`src/rtl/rijndael_pkg.sv`:
```
// rijndael_pkg: shared Rijndael arithmetic helpers and the key cache state type.
package rijndael_pkg;

  typedef enum logic [1:0] {
    IDLE,
    EXPAND,
    READY,
    STREAM
  } keycache_state_e;

  // Number of cipher rounds for a given block and key size (in 32-bit words).
  function automatic int nr(input int nb, input int nk);
    return ((nb > nk) ? nb : nk) + 6;
  endfunction

  // Multiply by x in GF(2^8) modulo the Rijndael polynomial.
  function automatic logic [7:0] xtime(input logic [7:0] b);
    return {b[6:0], 1'b0} ^ (b[7] ? 8'h1b : 8'h00);
  endfunction

  // General GF(2^8) product by shift-and-add.
  function automatic logic [7:0] gf_mul(input logic [7:0] a, input logic [7:0] b);
    logic [7:0] acc;
    logic [7:0] p;
    acc = 8'h00;
    p   = a;
    for (int i = 0; i < 8; i++) begin
      if (b[i]) acc = acc ^ p;
      p = xtime(p);
    end
    return acc;
  endfunction

  // S-box computed as the multiplicative inverse (a^254) followed by the affine map.
  function automatic logic [7:0] sbox(input logic [7:0] b);
    logic [7:0] sq;
    logic [7:0] inv;
    sq  = b;
    inv = 8'h01;
    for (int k = 1; k < 8; k++) begin
      sq  = gf_mul(sq, sq);
      inv = gf_mul(inv, sq);
    end
    return inv ^ {inv[6:0], inv[7]} ^ {inv[5:0], inv[7:6]} ^
           {inv[4:0], inv[7:5]} ^ {inv[3:0], inv[7:4]} ^ 8'h63;
  endfunction

  // Apply the S-box to each byte of a word.
  function automatic logic [31:0] sub_word(input logic [31:0] w);
    return {sbox(w[31:24]), sbox(w[23:16]), sbox(w[15:8]), sbox(w[7:0])};
  endfunction

endpackage

```
`src/rtl/rijndael_keyschedulestep.sv`:
```
// rijndael_keyschedulestep: produces the next NK schedule words from the
// previous NK words and the current round constant (purely combinational).
module rijndael_keyschedulestep
  import rijndael_pkg::*;
#(
  parameter int NK = 4
) (
  input  logic [32*NK-1:0] prev_words,
  input  logic [7:0]       rcon,
  output logic [32*NK-1:0] next_words
);

  logic [31:0] prev_w [NK];
  logic [31:0] next_w [NK];

  // Split the packed key state into words, word 0 in the MSBs.
  always_comb begin
    for (int j = 0; j < NK; j++) prev_w[j] = prev_words[32*(NK-1-j) +: 32];
  end

  // Word recurrence: the first word mixes in RotWord/SubWord/Rcon, the rest chain,
  // and 256-bit keys get an extra SubWord in the middle of the group.
  always_comb begin
    for (int j = 0; j < NK; j++) next_w[j] = '0;
    next_w[0] = prev_w[0] ^ sub_word({prev_w[NK-1][23:0], prev_w[NK-1][31:24]})
                ^ {rcon, 24'h000000};
    for (int j = 1; j < NK; j++) begin
      if (NK > 6 && j == 4) next_w[j] = prev_w[j] ^ sub_word(next_w[j-1]);
      else                  next_w[j] = prev_w[j] ^ next_w[j-1];
    end
  end

  // Repack the new words, word 0 in the MSBs.
  always_comb begin
    next_words = '0;
    for (int j = 0; j < NK; j++) next_words[32*(NK-1-j) +: 32] = next_w[j];
  end

endmodule

```
`src/rtl/rijndael_keycache.sv`:
```
// rijndael_keycache: expands a cipher key once into a local word store, then
// streams the round keys in forward or reverse order over valid/ready.
module rijndael_keycache
  import rijndael_pkg::*;
#(
  parameter int NB = 4,
  parameter int NK = 4
) (
  input  logic                              clk_i,
  input  logic                              rst_i,
  input  logic                              key_valid_i,
  output logic                              key_ready_o,
  input  logic [32*NK-1:0]                  key_i,
  input  logic                              start_i,
  input  logic                              decrypt_i,
  output logic                              rk_valid_o,
  input  logic                              rk_ready_i,
  output logic [32*NB-1:0]                  roundkey_o,
  output logic [$clog2(nr(NB, NK)+1)-1:0]   rk_index_o,
  output logic                              rk_last_o
);

  localparam int NR    = nr(NB, NK);
  localparam int NRK   = NR + 1;
  localparam int NW    = NB * NRK;
  localparam int NBLK  = (NW + NK - 1) / NK;
  localparam int STEPS = NBLK - 1;
  localparam int BUFW  = NBLK * NK;
  localparam int IDXW  = $clog2(NRK);
  localparam int SCW   = $clog2(STEPS + 1);

  keycache_state_e  state_q;
  keycache_state_e  state_d;
  logic [31:0]      kbuf [BUFW];
  logic [32*NK-1:0] keystate;
  logic [32*NK-1:0] step_next;
  logic [7:0]       rc;
  logic [SCW-1:0]   step_cnt;
  logic             dir_q;
  logic             load_key;
  logic             start_stream;
  logic             advance;
  logic             finish;
  logic [IDXW-1:0]  rd_idx;
  logic [32*NB-1:0] rd_key;

  rijndael_keyschedulestep #(
    .NK(NK)
  ) u_step (
    .prev_words(keystate),
    .rcon      (rc),
    .next_words(step_next)
  );

  assign key_ready_o = (state_q == IDLE) || (state_q == READY);
  assign rk_last_o   = rk_valid_o && (rk_index_o == (dir_q ? '0 : IDXW'(NR)));

  // State register; reset always returns to IDLE.
  always_ff @(posedge clk_i) begin
    if (rst_i) state_q <= IDLE;
    else       state_q <= state_d;
  end

  // Next-state decode; a new key always takes priority over a stream request.
  always_comb begin
    state_d      = state_q;
    load_key     = 1'b0;
    start_stream = 1'b0;
    advance      = 1'b0;
    finish       = 1'b0;
    case (state_q)
      IDLE: begin
        if (key_valid_i) begin
          load_key = 1'b1;
          state_d  = EXPAND;
        end
      end
      EXPAND: begin
        if (step_cnt == SCW'(STEPS - 1)) state_d = READY;
      end
      READY: begin
        if (key_valid_i) begin
          load_key = 1'b1;
          state_d  = EXPAND;
        end else if (start_i) begin
          start_stream = 1'b1;
          state_d      = STREAM;
        end
      end
      STREAM: begin
        if (rk_valid_o && rk_ready_i) begin
          if (rk_last_o) begin
            finish  = 1'b1;
            state_d = READY;
          end else begin
            advance = 1'b1;
          end
        end
      end
      default: state_d = IDLE;
    endcase
  end

  // Expansion bookkeeping: running key state, round constant and step count.
  always_ff @(posedge clk_i) begin
    if (rst_i) begin
      rc       <= 8'h01;
      step_cnt <= '0;
    end else if (load_key) begin
      keystate <= key_i;
      rc       <= 8'h01;
      step_cnt <= '0;
    end else if (state_q == EXPAND) begin
      keystate <= step_next;
      rc       <= xtime(rc);
      step_cnt <= step_cnt + 1'b1;
    end
  end

  // Word store: the cipher key first, then NK words per step; the tail of the
  // final step past the last round key is discarded.
  always_ff @(posedge clk_i) begin
    if (load_key) begin
      for (int j = 0; j < NK; j++) kbuf[j] <= key_i[32*(NK-1-j) +: 32];
    end else if (state_q == EXPAND) begin
      for (int j = 0; j < NK; j++) begin
        if ((int'(step_cnt) + 1) * NK + j < NW)
          kbuf[(int'(step_cnt) + 1) * NK + j] <= step_next[32*(NK-1-j) +: 32];
      end
    end
  end

  // Index of the round key to load next: the first key of a new stream, or one step on.
  always_comb begin
    rd_idx = rk_index_o;
    if (start_stream)  rd_idx = decrypt_i ? IDXW'(NR) : '0;
    else if (dir_q)    rd_idx = rk_index_o - 1'b1;
    else               rd_idx = rk_index_o + 1'b1;
  end

  // Gather NB consecutive words of the store into one round key, word 0 in the MSBs.
  always_comb begin
    rd_key = '0;
    for (int j = 0; j < NB; j++) rd_key[32*(NB-1-j) +: 32] = kbuf[int'(rd_idx) * NB + j];
  end

  // Registered stream outputs; a key is reloaded on the accepting edge so beats are back to back.
  always_ff @(posedge clk_i) begin
    if (rst_i) begin
      rk_valid_o <= 1'b0;
      roundkey_o <= '0;
      rk_index_o <= '0;
      dir_q      <= 1'b0;
    end else if (start_stream) begin
      rk_valid_o <= 1'b1;
      dir_q      <= decrypt_i;
      rk_index_o <= rd_idx;
      roundkey_o <= rd_key;
    end else if (advance) begin
      rk_index_o <= rd_idx;
      roundkey_o <= rd_key;
    end else if (finish) begin
      rk_valid_o <= 1'b0;
    end
  end

endmodule
```
`config.mk`:
```
export PLATFORM = sky130hd
export DESIGN_NAME = rijndael_keycache
export DESIGN_NICKNAME = d
export VERILOG_FILES = /design/src/rtl/rijndael_pkg.sv /design/src/rtl/rijndael_keyschedulestep.sv /design/src/rtl/rijndael_keycache.sv
export SDC_FILE = /design/constraint.sdc
export NUM_CORES = 2
export LEC_CHECK = 0
export CAP_MARGIN = 15
export CELL_PAD_IN_SITES_DETAIL_PLACEMENT = 0
export CELL_PAD_IN_SITES_GLOBAL_PLACEMENT = 1
export CORE_MARGIN = 3
export CORE_UTILIZATION = 52
export DETAILED_ROUTE_END_ITERATION = 6
export PLACE_DENSITY = 0.8
export SETUP_SLACK_MARGIN = 0.15
export SLEW_MARGIN = 10
export SYNTH_ARGS = -nofsm -noshare
export SYNTH_HDL_FRONTEND = slang
export SYNTH_HIERARCHICAL = 1
export SYNTH_SLANG_ARGS = --single-unit
```
`constraint.sdc`:
```
create_clock -name clk_i -period 19.2 [get_ports clk_i]
set_clock_uncertainty 0.05 [all_clocks]
set_input_delay 1.92 -clock clk_i [delete_from_list [all_inputs] [get_ports clk_i]]
set_output_delay 1.92 -clock clk_i [all_outputs]
set_load 0.02 [all_outputs]
```
==> key figures <==
STA
  – Fmax: around 55 MHz
  – RSZ-0062 raised after global routing: yes
  – Final hold violations: 0
  – Final period utilization: 94.5%
  – Post-route minimum period: 18.15 ns
  – Slew Viols, Final: 0
  – Fin Setup TNS: 0 ns
  – Fin Hold WS: 0.438 ns
  – Tightest Pin Transition: 1.36 ns
  – Relative slew slack: 8.69%
  – # setup viols final: 0

Yosys
  – Top-area cell type share of the netlist area: 36.8%
  – Synth Register Bits: 1684
  – Most numerous cell in the Yosys netlist: xnor2_1
  – Synthesized area: 125000 sq um
  – Top post-synthesis cells by area: edfxtp_1, xnor2_1, xnor3_1
  – Top cells by count, synth: xnor2_1, edfxtp_1, nor2_1, nand2_1, mux2i_1
  – Synth warnings: 6
  – Post-Syn Instances: 12.0k
  – Ys async rst share: 0%
  – EDFF count, synth: 1536
  – Average size of a mapped cell: about 10 sq um
  – Net count after synthesis: 12.1k
  – Dominant synthesized flop cell: edfxtp_1
  – Largest area contributor in the netlist: edfxtp_1
  – Sequential share of the synthesized area: 39.1%
  – Library cells used by synthesis: between 100 and 150

Routing
  – Drt drc: 2
  – WL per Instance: ~27 microns
  – First-pass DRT Iterations: 7
  – Number of routed nets with antenna violations: 0
  – DR vias/cell: 6.36
  – Final wirelength: 414 mm
  – Vias: roughly 100k
  – Detailed Route Iter0 Violations: 11.2k

Clock tree
  – Number of CTS-inserted buffers: 160
  – Clock slew at reported path FFs: 0.07 ns
  – Buffer count from post-CTS setup fixing: 0
  – Root buffer cell: clkbuf_16
  – CTS max path bufs: 3
  – CTS tree: done
  – Clk sinks: 1684
  – Worst-Skew Late Latency: between 0.8 and 0.9 ns
  – CTS H-tree depth: 4

Place
  – Global placement routability congestion: 0.925
  – I/O Buffers: 268
  – DP Area: ~130000 sq um
  – Hpwl dp: 269 mm

GRT
  – Vias in the first global route: about 94k
  – Total gr overflow: 0
  – GR Util All Layers: 32.4%
  – First-pass GRT wire length: ~610 mm
  – Largest net degree at the start of global routing: roughly 120
  – Initial antenna violation count: 32

Finish
  – Layout Nets: between 10k and 15k
  – Area Growth Syn to Fin: 10.1%
  – Layout cells sized above 1: 10.4%
  – Core Util, Final: 57.8%
  – FILL cells: 20.0k
  – Fin area: 138000 sq um

Critical path
  – Peak per-stage delay on the critical path: ~0.77 ns
  – Critical path required time: 19.83 ns
  – Crit end category: flop
  – Critical Path Slowest Stage Cell: xnor3_1
  – WS Path Type: reg2reg
  – CP Launch Type: flop
  – WP data arrival: 18.78 ns
  – Critical-path maximum fanout: 17

Min path
  – Hold/Removal Path Class: reg2reg

Die
  – Die area: 247000 sq um
  – Io pins: 269
  – Die width: just under 500 microns
  – Core area: 239000 sq um
  – DIE HEIGHT: 497 microns
  – Row Count: 179
  – Starting Density: 52.5%

Job
  – Max Cap Viol: 0

Run status
  – Violated checks: DRC
  – Status: complete, but fails checks
metal layers:
layer	vias to the layer above	part of all wire, %	track usage, %
li1	43533	-	-
met1	48264	40	44.1
met2	4925	46	51.8
met3	790	8.7	4.59
met4	4	4.5	14.1
met5	-	0.0056	0
metrics by stage:
step	worst slack, ns	cells
global placement	-0.218	15011
finish	1.05	15337
detailed placement	-0.0689	15013
floorplan	2.34	11969
CTS	0.102	15310
global route	0.0403	15328
final timing paths:
check | depth (start not counted) | slack [ns] | startpoint | endpoint
max | 47 | 1.05 | keystate[13] | kbuf[1][19]
min | 1 | 0.44 | roundkey_o[93] | roundkey_o[93]
max reg2reg | 47 | 1.05 | keystate[13] | kbuf[1][19]
min reg2reg | 1 | 0.44 | roundkey_o[93] | roundkey_o[93]
registers in the layout (all words and copies together), names as in the netlist:
register / cells
kbuf: 1408
keystate: 128
roundkey_o: 128
rc: 8
rk_index_o: 4
step_cnt: 4
state_q: 2
dir_q: 1
rk_valid_o: 1
cells in the final DEF, fill, tap and decap left out, drive strengths merged, types with 44 or more instances in the layout:
master,Yosys,routed
xor2,509,509
dfxtp,148,148
clkbuf,483,230
xnor2,1682,1682
xor3,53,53
mux2,179,179
o2111ai,133,133
edfxtp,1536,1536
nor2,1385,1385
mux2i,583,583
nand2,1220,1220
a21oi,447,447
mux4,131,131
xnor3,414,414
a221o,137,137
clkinv,15,66
nand3,403,403
nand2b,64,64
nor2b,55,55
a31oi,73,73
clkdlybuf4s50,0,267
o211ai,185,185
o22ai,236,236
o21ai,332,332
a22oi,68,68
and3,44,44
inv,94,103
nor3,216,216
buf,363,459
a211oi,217,217
what timing repair did:
action / CTS / global route
pin swaps: 0 / 0
setup endpoints to repair: 26 / 675
hold buffers: 0 / 0
resized for setup: 5 / 52
kinds of logic after synthesis:
logic type               Yosys count  synth area share, %
XOR/XNOR                        2658                 24.5
flip-flops                      1684                 39.1
buffers and inverters            955                 3.32
adder cells (fa/ha/maj)           27                0.273
AO/OA/AOI/OAI                   2180                 12.1
AND/OR/NAND/NOR                 3572                 12.1
multiplexers                     893                 8.61
worst max-delay path, delay by kind of cell (launching register included):
kind                      cells  cell delay [ns]
DFF                           1             0.65
AOI/OAI and AO/OA             8             1.89
buffers and inverters         4             1.42
and+or+nand+nor               2             0.42
muxes                         5             1.11
xor gates and xnor gates     28            12.40
cell type report:
type | instances | area, sq um | share of cell area, %
diodes | 20 | 50.0 | 0.0362
clock buffers | 226 | 4460 | 3.23
clock inverters | 71 | 763 | 0.552
inverters | 109 | 414 | 0.300
multi-input cells | 9330 | 73200 | 53.0
flip-flops and latches | 1684 | 49100 | 35.5
well taps | 3167 | 3960 | 2.87
repair buffers | 730 | 6260 | 4.53
Power is not shown: default switching activity piles up to over one toggle a cycle in this logic, so the estimate is an artifact.
